**config.mk**
```make
export PLATFORM = sky130hd
export DESIGN_NAME = fifo_word_packer
export DESIGN_NICKNAME = d
export VERILOG_FILES = /design/src/rtl/fifo_pkg.sv /design/src/rtl/fifo_word_packer.sv
export SDC_FILE = /design/constraint.sdc
export NUM_CORES = 1
export LEC_CHECK = 0
export ABC_CLOCK_PERIOD_IN_PS = 2600
export CAP_MARGIN = 20
export CORE_MARGIN = 10
export CORE_UTILIZATION = 32
export CTS_CLUSTER_DIAMETER = 200
export DETAILED_ROUTE_END_ITERATION = 12
export SKIP_CTS_REPAIR_TIMING = 1
export SLEW_MARGIN = 20
export SYNTH_ARGS = -nofsm -noshare
export SYNTH_HDL_FRONTEND = slang
export SYNTH_SLANG_ARGS = --single-unit
```
**constraint.sdc**
```tcl
create_clock -name iClk -period 2.6 [get_ports iClk]
set_clock_uncertainty 0.1 [all_clocks]
set_input_delay 0.65 -clock iClk [delete_from_list [all_inputs] [get_ports iClk]]
set_output_delay 0.65 -clock iClk [all_outputs]
set_load 0.02 [all_outputs]
```
**src/rtl/fifo_pkg.sv**
```systemverilog
// Shared definitions for the FIFO word packer: FSM state codes and the
// lane-counter width helper.
package fifo_pkg;

    localparam logic [0:0] S_FILL = 1'b0;
    localparam logic [0:0] S_HOLD = 1'b1;

    function automatic int lane_cnt_w(input int pack_ratio);
        return $clog2(pack_ratio) + 1;
    endfunction

endpackage

```
**src/rtl/fifo_word_packer.sv**
```systemverilog
// Drains a 1-cycle-latency synchronous FIFO and packs PACK_RATIO consecutive
// entries into one wide word on a valid/ready stream, with flush of partial words.
module fifo_word_packer
    import fifo_pkg::*;
#(
    parameter int DATA_WIDTH = 8,
    parameter int PACK_RATIO = 4
) (
    input  logic                                  iClk,
    input  logic                                  iRstN,
    input  logic                                  iFifoEmpty,
    output logic                                  oFifoRdEn,
    input  logic [DATA_WIDTH-1:0]                 iFifoRdData,
    input  logic                                  iFlush,
    output logic                                  oWordValid,
    input  logic                                  iWordReady,
    output logic [DATA_WIDTH*PACK_RATIO-1:0]      oWordData,
    output logic [lane_cnt_w(PACK_RATIO)-1:0]     oWordBytes
);

    localparam int CNT_W  = lane_cnt_w(PACK_RATIO);
    localparam int WORD_W = DATA_WIDTH * PACK_RATIO;
    localparam logic [CNT_W:0]   RATIO_EXT = (CNT_W + 1)'(PACK_RATIO);
    localparam logic [CNT_W-1:0] RATIO_CNT = CNT_W'(PACK_RATIO);

    logic [0:0]        state_r;
    logic [CNT_W-1:0]  lane_cnt_r;
    logic              rd_pend_r;
    logic              flush_pend_r;
    logic [WORD_W-1:0] word_r;
    logic [CNT_W-1:0]  bytes_r;
    logic              valid_r;

    logic [CNT_W:0]    lane_sum_s;
    logic              rd_en_s;
    logic              full_cap_s;
    logic              flush_emit_s;
    logic              flush_drop_s;
    logic              handshake_s;

    // Pop request and FSM transition conditions; the lane sum is one bit wider so it cannot wrap.
    always_comb begin
        lane_sum_s   = {1'b0, lane_cnt_r} + {{CNT_W{1'b0}}, rd_pend_r};
        rd_en_s      = (state_r == S_FILL) && !iFifoEmpty && !flush_pend_r
                       && (lane_sum_s < RATIO_EXT);
        full_cap_s   = (state_r == S_FILL) && rd_pend_r
                       && (lane_cnt_r == (RATIO_CNT - CNT_W'(1)));
        flush_emit_s = (state_r == S_FILL) && flush_pend_r && !rd_pend_r
                       && (lane_cnt_r != {CNT_W{1'b0}});
        flush_drop_s = (state_r == S_FILL) && flush_pend_r && !rd_pend_r
                       && (lane_cnt_r == {CNT_W{1'b0}});
        handshake_s  = valid_r && iWordReady;
    end

    // FSM, lane capture and output word registers.
    always_ff @(posedge iClk) begin
        if (!iRstN) begin
            state_r      <= S_FILL;
            lane_cnt_r   <= {CNT_W{1'b0}};
            rd_pend_r    <= 1'b0;
            flush_pend_r <= 1'b0;
            word_r       <= {WORD_W{1'b0}};
            bytes_r      <= {CNT_W{1'b0}};
            valid_r      <= 1'b0;
        end else begin
            rd_pend_r <= rd_en_s;
            case (state_r)
                S_FILL: begin
                    if (rd_pend_r) begin
                        for (int i = 0; i < PACK_RATIO; i++) begin
                            if (lane_cnt_r == CNT_W'(i)) begin
                                word_r[i*DATA_WIDTH +: DATA_WIDTH] <= iFifoRdData;
                            end
                        end
                        lane_cnt_r <= lane_cnt_r + CNT_W'(1);
                    end
                    // Word completion swallows any flush raised while it was finishing.
                    if (full_cap_s) begin
                        state_r      <= S_HOLD;
                        valid_r      <= 1'b1;
                        bytes_r      <= RATIO_CNT;
                        flush_pend_r <= 1'b0;
                    end else if (flush_emit_s) begin
                        state_r      <= S_HOLD;
                        valid_r      <= 1'b1;
                        bytes_r      <= lane_cnt_r;
                        flush_pend_r <= 1'b0;
                    end else if (iFlush) begin
                        flush_pend_r <= 1'b1;
                    end else if (flush_drop_s) begin
                        flush_pend_r <= 1'b0;
                    end
                end
                S_HOLD: begin
                    if (iFlush) begin
                        flush_pend_r <= 1'b1;
                    end
                    if (handshake_s) begin
                        state_r    <= S_FILL;
                        valid_r    <= 1'b0;
                        lane_cnt_r <= {CNT_W{1'b0}};
                        word_r     <= {WORD_W{1'b0}};
                    end
                end
                default: begin
                    state_r <= S_FILL;
                end
            endcase
        end
    end

    assign oFifoRdEn  = rd_en_s;
    assign oWordValid = valid_r;
    assign oWordData  = word_r;
    assign oWordBytes = bytes_r;

endmodule

```
# Yosys cells after proc, flatten, opt, wreduce, memory -nomap -nowiden
# Index checks and enable logic that the tools add are counted.
classes:
  add_sub_neg: 2
  n_reduce_logical: 24
  muxes: 26
  magnitude_cmp: 1
  n_eq_ne: 12
  n_shift: 0
  n_mul: 0
  n_bitwise: 1
  div_mod_pow: 0
ops:
  columns: ["op", "n"]
  rows:
  - ["32-bit 2-to-1 mux", 2]
  - ["32-bit case mux with 2 select lines", 1]
  - ["8-bit 2-to-1 mux", 4]
  - ["3-bit 2-to-1 mux", 4]
  - ["3-bit AND reduction", 4]
  - ["1-bit 2-to-1 mux", 11]
  - ["1-bit logical AND", 10]
  - ["2-bit by 1-bit != test with 1-bit output (second input constant)", 4]
  - ["2-bit AND reduction", 4]
  - ["3-bit by 2-bit equality test with 1-bit output (second input constant)", 2]
  - ["2-bit != test (second input constant)", 3]
  - ["1-bit case mux with 2 select lines", 3]
  - ["3-bit case mux with 2 select lines", 1]
  - ["5-bit != test (second input constant)", 1]
  - ["3-bit by 1-bit adder with 4-bit output", 1]
  - ["4-bit by 3-bit < comparator with 1-bit output (second input constant)", 1]
  - ["3-bit by 1-bit adder with 3-bit output (second input constant)", 1]
  - ["3-bit by 1-bit equality test with 1-bit output (second input constant)", 1]
  - ["1-bit logical NOT", 3]
  - ["3-bit logical NOT", 1]
  - ["3-bit != test (second input constant)", 1]
  - ["3-bit nonzero test", 1]
  - ["2-bit nonzero test", 1]
  - ["1-bit NOT", 1]
word_totals:
  inputBits: 13
  mem_bits_ro: 0
  latchBits: 0
  mem_bits_rw: 0
  word_cells: 76
  memories: 0
  regBits: 42
  output_inout_bits: 37

# Depth between registers and ports, before layout
# Gate-level depths: netlist of the first run.
depth:
  ltp_word: 9
  mapped_depth: 5
  ltp_nobuf: 5

# Least setup slack after synthesis of the first run
# No wires, ideal clock.
synth_path:
  path_type: "input -> output"
  from: "in iFifoEmpty"
  to: "out oFifoRdEn"
  slack_ns: 0.398
  t_arrival_ns: 1.452
  path_buffers: 0
  required_ns: 1.850
  cell_stages: 2
  cell_sequence: "or4_1 a31oi_1"
synth_between:
  elab_chain_cells: 4
synth_lines:
  columns: ["item", "line", "text"]
  rows:
  - ["start, declared", "fifo_word_packer.sv:11", "input logic iFifoEmpty,"]
  - ["1-bit logical NOT", "fifo_word_packer.sv:44", "rd_en_s = (state_r == S_FILL) && !iFifoEmpty && !flush_pend_r"]
  - ["1-bit logical AND (2 in a row)", "fifo_word_packer.sv:44", null]
  - ["1-bit logical AND", "fifo_word_packer.sv:45", "&& (lane_sum_s < RATIO_EXT);"]
  - ["end, declared", "fifo_word_packer.sv:12", "output logic oFifoRdEn,"]
# No other way between the ends.

# Worst setup path in the final report of the first run
# Ends and elaborated chain as after synthesis.

==> summary.md, run 1 <==
| Metric | Value |
|---|---|
| Max-capacitance violation count | 0 |
| Total chip power | 1.33 mW |
| Share of cells above drive strength 1 | 0.0972 |
| DRT Wirelength | 4360 um |
| Final critical-path share of the clock period | 0.984 |
| Routed via count | 1,352 |
| Final core utilization | 0.470 |
| H-Tree Depth | 2 |
| Fmax | 0.391 GHz |
| Number of DRC violations after detailed-routing iteration 0 | 50 |
| Die extent in x | 93.1 um |
| Setup TNS Final | 0 ns |
| Worst setup slack before clock tree synthesis | -0.428 ns |
| Final #Nets | 233 |
| Max-slew violations | 0 |
| Setup crit start | iFifoEmpty |
| Die extent in y | 93.1 um |
| Result of the run | complete, no violations |
| Grt ovf | 0 |
| Sequential share of the synthesized area | 0.492 |
| First-pass iteration count of the detailed router | 6 |
| Top cells by count, synth | sky130_fd_sc_hd__dfxtp_1, sky130_fd_sc_hd__nand2_1, sky130_fd_sc_hd__a22o_1, sky130_fd_sc_hd__mux2i_1, sky130_fd_sc_hd__nand3_1 |
| Transition time of the tightest slew-check pin | 0.512 ns |
| Crit path launch type | input pin |
| Number of buffer and inverter instances along the worst setup path | 2 |
| PD cells | 551 mW/mm^2 |
| Cell area after technology mapping | 0.00171 sq mm |
| Min-delay worst type | flip-flop to flip-flop |
| Seq cells post-synth | 42 |
| Crit path max fanout | 2 |
| Final std cell area, no fill | 0.00241 sq mm |
| Vias in the first global route | 1,409 |
| Floorplan row count | 26 |
| Average routed wire per standard cell | 15.2 um |
| Area added between synthesis and finish | 41.1% |
| Data arrival time of the worst path | 1.81 ns |
| Startpoint of the lowest-slack register-to-register path | lane_cnt_r[1] |
| Slowest Stage Delay on Critical Path | 0.43 ns |
| Peak supply drop | 0.242 mV |
| Cell family contributing the most delay on the critical path | buffers and inverters |
| Number of nets still failing antenna checks after routing | 0 |
| Number of failing hold endpoints at the final stage | 0 |
| CTS clock-pin slew for the worst setup and hold paths | 0.08 ns |
| Clock network latency to the later pin of the worst-skew pair | 0.29 ns |
| Headroom to the max-slew limit | 0.657 |
| Antenna violations before repair | 0 |
| Die area | 0.00867 sq mm |
| YS warnings | 0 |
| Number of top-level pins | 50 |
| Gate count of the mapped netlist | 162 |
| Number of buffers added by the clock tree synthesis step | 5 |
| Share of the synthesized area in the top cell type | 0.492 |
| Remaining routing DRC violations | 0 |
| Worst hold slack after final layout | 0.361 ns |
| CTS root buf | sky130_fd_sc_hd__clkbuf_8 |
| Placed cells | 278 |
| Worst path required time | 1.85 ns |
| Placeable core region | 0.00514 sq mm |
| HPWL reported at the end of detailed placement | 3270 um |
| Leakage | 0.977 nW |
| Final Instance Count excl. Fillers | 286 |
| Effective utilization at floorplan | 0.333 |
| Largest net degree at the start of global routing | 20 |
| Share of async-settable or async-resettable flops after synthesis | 0 |
| Cell-by-cell trace of the critical path | clkdlybuf4s50_1 > or4_4 > a31oi_4 > buf_4 |
| Post-synth EDFFs | 0 |
| Syn Nets | 180 |
| Worst hold start | oWordData[10] |
| Mean post-synth cell area | 10.6 sq um |
| CP max stage cell | sky130_fd_sc_hd__or4_4 |
| Cell accounting for the most synthesized area | sky130_fd_sc_hd__dfxtp_1 |
| Crit path setup slack, layout | 0.0418 ns |
| Worst-case clock buffer depth | 2 |
| Wire length of the first global-routing pass | 7130 um |
| Top post-synthesis cells by area | sky130_fd_sc_hd__dfxtp_1, sky130_fd_sc_hd__mux2i_1, sky130_fd_sc_hd__a22o_1 |
| Via-to-Cell Ratio | 4.73 |
| Type of the worst setup path | input pin to output pin |
| DP Area | 0.00229 sq mm |
| Number of distinct library cells after synthesis | 35 |
| Dominant cell by count in the synthesized netlist | sky130_fd_sc_hd__dfxtp_1 |
| Global-route total usage across every layer | 0.101 |
| PortBufs | 49 |
| ANT cells | 0 |
| Post-layout min period | 2.56 ns |
| Crit end category | output pin |
| Routability-driven placement congestion ratio | 0.780 |
| Primary FF master, synth | sky130_fd_sc_hd__dfxtp_1 |
| Clock tree from TritonCTS | built |
| Sink count of the clock tree | 42 |
| Final setup viols | 0 |
[placed cells by master (no fill, tap or decap), types with 2 or more instances in the layout]
cell,count
sky130_fd_sc_hd__clkdlybuf4s50_1,48
sky130_fd_sc_hd__dfxtp_1,42
sky130_fd_sc_hd__nand2_1,19
sky130_fd_sc_hd__a22o_1,16
sky130_fd_sc_hd__mux2i_1,16
sky130_fd_sc_hd__nand3_1,11
sky130_fd_sc_hd__buf_4,6
sky130_fd_sc_hd__inv_1,5
sky130_fd_sc_hd__ha_1,5
sky130_fd_sc_hd__clkbuf_8,5
sky130_fd_sc_hd__nand2b_1,4
sky130_fd_sc_hd__a21oi_1,4
sky130_fd_sc_hd__a31oi_4,3
sky130_fd_sc_hd__nor2b_1,3
sky130_fd_sc_hd__o31ai_1,3
sky130_fd_sc_hd__nand4_1,2
sky130_fd_sc_hd__o21ai_0,2
sky130_fd_sc_hd__nor3_1,2
sky130_fd_sc_hd__nor2_1,2
[final timing paths]
path / depth (start not counted) / slack (ns) / endpoint
hold / removal: 2 / 0.36 / oWordData[10]
setup reg to reg: 5 / 0.80 / oWordData[28]
hold reg to reg: 2 / 0.36 / oWordData[10]
setup / recovery: 4 / 0.04 / oFifoRdEn
[sequential cells by signal (all words and copies together), names as in the netlist]
register      flops
rd_pend_r         1
oWordValid        1
oWordBytes        3
oWordData        32
state_r           1
lane_cnt_r        3
flush_pend_r      1
[area by class of cell]
class / instances / area [sq um]
clock buffers: 6 / 72.6
flip-flops and latches: 42 / 841
multi-input cells: 107 / 831
inverters: 5 / 18.8
well taps: 70 / 87.6
repair buffers: 54 / 526
clock inverters: 2 / 37.5
fillers: 540 / 2730
[power by group]
part / leakage (nW) / switching, mW / internal (mW) / total, mW
Clock: 0.0514 / 0.223 / 0.287 / 0.509
Combinational: 0.586 / 0.0813 / 0.0683 / 0.150
Sequential: 0.340 / 0.0120 / 0.658 / 0.670
Total: 0.977 / 0.316 / 1.01 / 1.33
[cell families (layout without fill, tap and decap cells)]
family                     after synthesis  after routing  share of synthesized area
DFF                                     42             42                      0.492
and+or+nand+nor                         49             49                      0.143
adders and majority gates                5              5                     0.0366
AOI/OAI and AO/OA                       37             37                      0.201
muxes                                   16             16                     0.0936
buffers and inverters                   13             67                     0.0336
[metal layers]
layer  vias up  global-route usage  share of wire  routed length [um]
met4         0              0.0308          0.012                  52
met5         -                   0              0                   0
met2        38               0.159           0.45                1970
met1       620               0.124           0.47                2050
met3         6              0.0392          0.066                 289
li1        688                   -              -                   -
[worst reg2reg max path: cells and delay by family (launching register included)]
family                     cells  cell delay (ns)
DFF                            1             0.49
adders and majority gates      2             0.41
and+or+nand+nor                2             0.53
AOI/OAI and AO/OA              1             0.21
(Power assumes the default switching activity.)
==> run 2: changes to the inputs <==
CAP_MARGIN = default   (was 20)
DONT_BUFFER_PORTS = 1   (was default)
GPL_ROUTABILITY_DRIVEN = 0   (was default)
==> run 2 against run 1 <==
Sequential share of layout area grew 9.8 points; total power shrank 4.0%; core utilization shrank 10 points; critical endpoint unchanged; worst hold slack gained 0.019 ns; via count shrank 8.9%; critical path depth shrank 1; sequential power grew 3%; setup slack gained 0.28 ns; largest power group unchanged.
==> summary.md, run 2 (same netlist as run 1, synthesis figures left out) <==
| Metric | Value |
|---|---|
| PD cells | 677 mW/mm^2 |
| Most common cell after layout, fill and taps aside | sky130_fd_sc_hd__dfxtp_1 |
| Average routed wire per standard cell | 18.2 um |
| Flip-flop count of the largest register, all copies and words added | 32 |
| Peak supply drop | 0.226 mV |
| Die extent in x | 93.1 um |
| Worst reg2reg path depth | 5 |
| Number of DRC violations after detailed-routing iteration 0 | 54 |
| Type of the worst setup path | flip-flop to output pin |
| Largest net degree at the start of global routing | 34 |
| Headroom to the max-slew limit | 0.619 |
| Sink count of the clock tree | 42 |
| DRT Wirelength | 4260 um |
| Final #Nets | 181 |
| Die extent in y | 93.1 um |
| Clock tree from TritonCTS | built |
| Final core utilization | 0.367 |
| Final Instance Count excl. Fillers | 234 |
| Crit path max fanout | 7 |
| HPWL reported at the end of detailed placement | 3090 um |
| Leakage | 0.785 nW |
| Result of the run | complete, no violations |
| Global-route total usage across every layer | 0.0962 |
| Placeable core region | 0.00514 sq mm |
| PortBufs | 0 |
| Floorplan row count | 26 |
| Number of top-level pins | 50 |
| Via-to-Cell Ratio | 5.26 |
| Vias in the first global route | 1,225 |
| Remaining routing DRC violations | 0 |
| H-Tree Depth | 2 |
| Startpoint of the lowest-slack register-to-register path | lane_cnt_r[0] |
| Worst path required time | 1.85 ns |
| Die area | 0.00867 sq mm |
| First-pass iteration count of the detailed router | 5 |
| Grt ovf | 0 |
| Effective utilization at floorplan | 0.333 |
| Placed cells | 226 |
| Area added between synthesis and finish | 10.2% |
| Critical register-to-register path endpoint | oWordData[29] |
| Max-slew violations | 0 |
| Crit path launch type | flip-flop |
| Crit end category | output pin |
| Fmax | 0.439 GHz |
| Commonest non-fill, non-tap cells in the layout | sky130_fd_sc_hd__dfxtp_1, sky130_fd_sc_hd__nand2_1, sky130_fd_sc_hd__a22o_1, sky130_fd_sc_hd__mux2i_1, sky130_fd_sc_hd__nand3_1 |
| Final std cell area, no fill | 0.00188 sq mm |
| Setup crit start | lane_cnt_r[2] |
| Worst hold slack after final layout | 0.380 ns |
| RSZ-0062 raised after global routing | no |
| Post-layout min period | 2.28 ns |
| Max-capacitance violation count | 0 |
| Number of nets still failing antenna checks after routing | 0 |
| Crit path setup slack, layout | 0.323 ns |
| Final critical-path share of the clock period | 0.876 |
| CTS clock-pin slew for the worst setup and hold paths | 0.08 ns |
| Number of buffers added by the clock tree synthesis step | 5 |
| Clock network latency to the later pin of the worst-skew pair | 0.29 ns |
| DP Area | 0.00177 sq mm |
| Data arrival time of the worst path | 1.53 ns |
| End point of the critical path | oFifoRdEn |
| Number of failing hold endpoints at the final stage | 0 |
| Wire length of the first global-routing pass | 6650 um |
| Routed via count | 1,232 |
| Share of cells above drive strength 1 | 0.0915 |
| CTS root buf | sky130_fd_sc_hd__clkbuf_8 |
| Setup TNS Final | 0 ns |
| Min-delay worst type | input pin to flip-flop |
| Antenna violations before repair | 0 |
| Setup slack on the worst flop-to-flop path | 0.79 ns |
| Transition time of the tightest slew-check pin | 0.569 ns |
| ANT cells | 0 |
| Worst-case clock buffer depth | 2 |
| Total chip power | 1.28 mW |
| Worst setup slack before clock tree synthesis | 0.483 ns |
| Final setup viols | 0 |
[run 2: cell count changes in the layout (fill, tap and decap cells not counted)]
cell / previous run / this run
sky130_fd_sc_hd__clkdlybuf4s50_1: 48 / 0
sky130_fd_sc_hd__buf_4: 6 / 2
sky130_fd_sc_hd__or4_4: 1 / 0
sky130_fd_sc_hd__a31oi_1: 0 / 1
sky130_fd_sc_hd__or4_1: 0 / 1
sky130_fd_sc_hd__a31oi_4: 3 / 2
[run 2: area by class of cell]
| type | count | area [sq um] |
|---|---|---|
| Timing Repair Buffer | 2 | 15.0 |
| Tap cell | 70 | 87.6 |
| Clock inverter | 2 | 37.5 |
| Fill cell | 542 | 3260 |
| Sequential cell | 42 | 841 |
| Clock buffer | 6 | 72.6 |
| Multi-Input combinational cell | 107 | 812 |
| Inverter | 5 | 18.8 |
[run 2: layer usage]
metal | part of all wire | vias up | track usage
met5 | 0 | - | 0
met4 | 0.0085 | 0 | 0.0308
met3 | 0.13 | 5 | 0.0576
met2 | 0.45 | 49 | 0.154
met1 | 0.42 | 588 | 0.104
li1 | - | 590 | -
[run 2: worst max-delay path, cell delays in order (launching register included)]
cell and delay (ns):
sky130_fd_sc_hd__dfxtp_1 0.38, sky130_fd_sc_hd__or4_1 0.53, sky130_fd_sc_hd__a31oi_1 0.16, sky130_fd_sc_hd__buf_4 0.17
[run 2: worst min-delay path by stage]
stage | start | end | cells after the start | slack, ns
6_report | iRstN | rd_pend_r | 1 | 0.38
5_1_grt | iFifoRdData[6] | oWordData[6] | 1 | 0.37
4_1_cts | iFifoRdData[5] | oWordData[5] | 1 | 0.37
3_5_place_dp | lane_cnt_r[2] | lane_cnt_r[2] | 2 | 0.45
3_3_place_gp | oWordData[23] | oWordData[23] | 2 | 0.45
2_1_floorplan | lane_cnt_r[1] | oWordBytes[1] | 2 | 0.40
[run 2: report_power, final]
part | switching (mW) | leakage, nW | internal (mW)
logic | 0.0446 | 0.394 | 0.0299
registers | 0.0305 | 0.340 | 0.658
clock network | 0.227 | 0.0514 | 0.287
total | 0.302 | 0.785 | 0.975
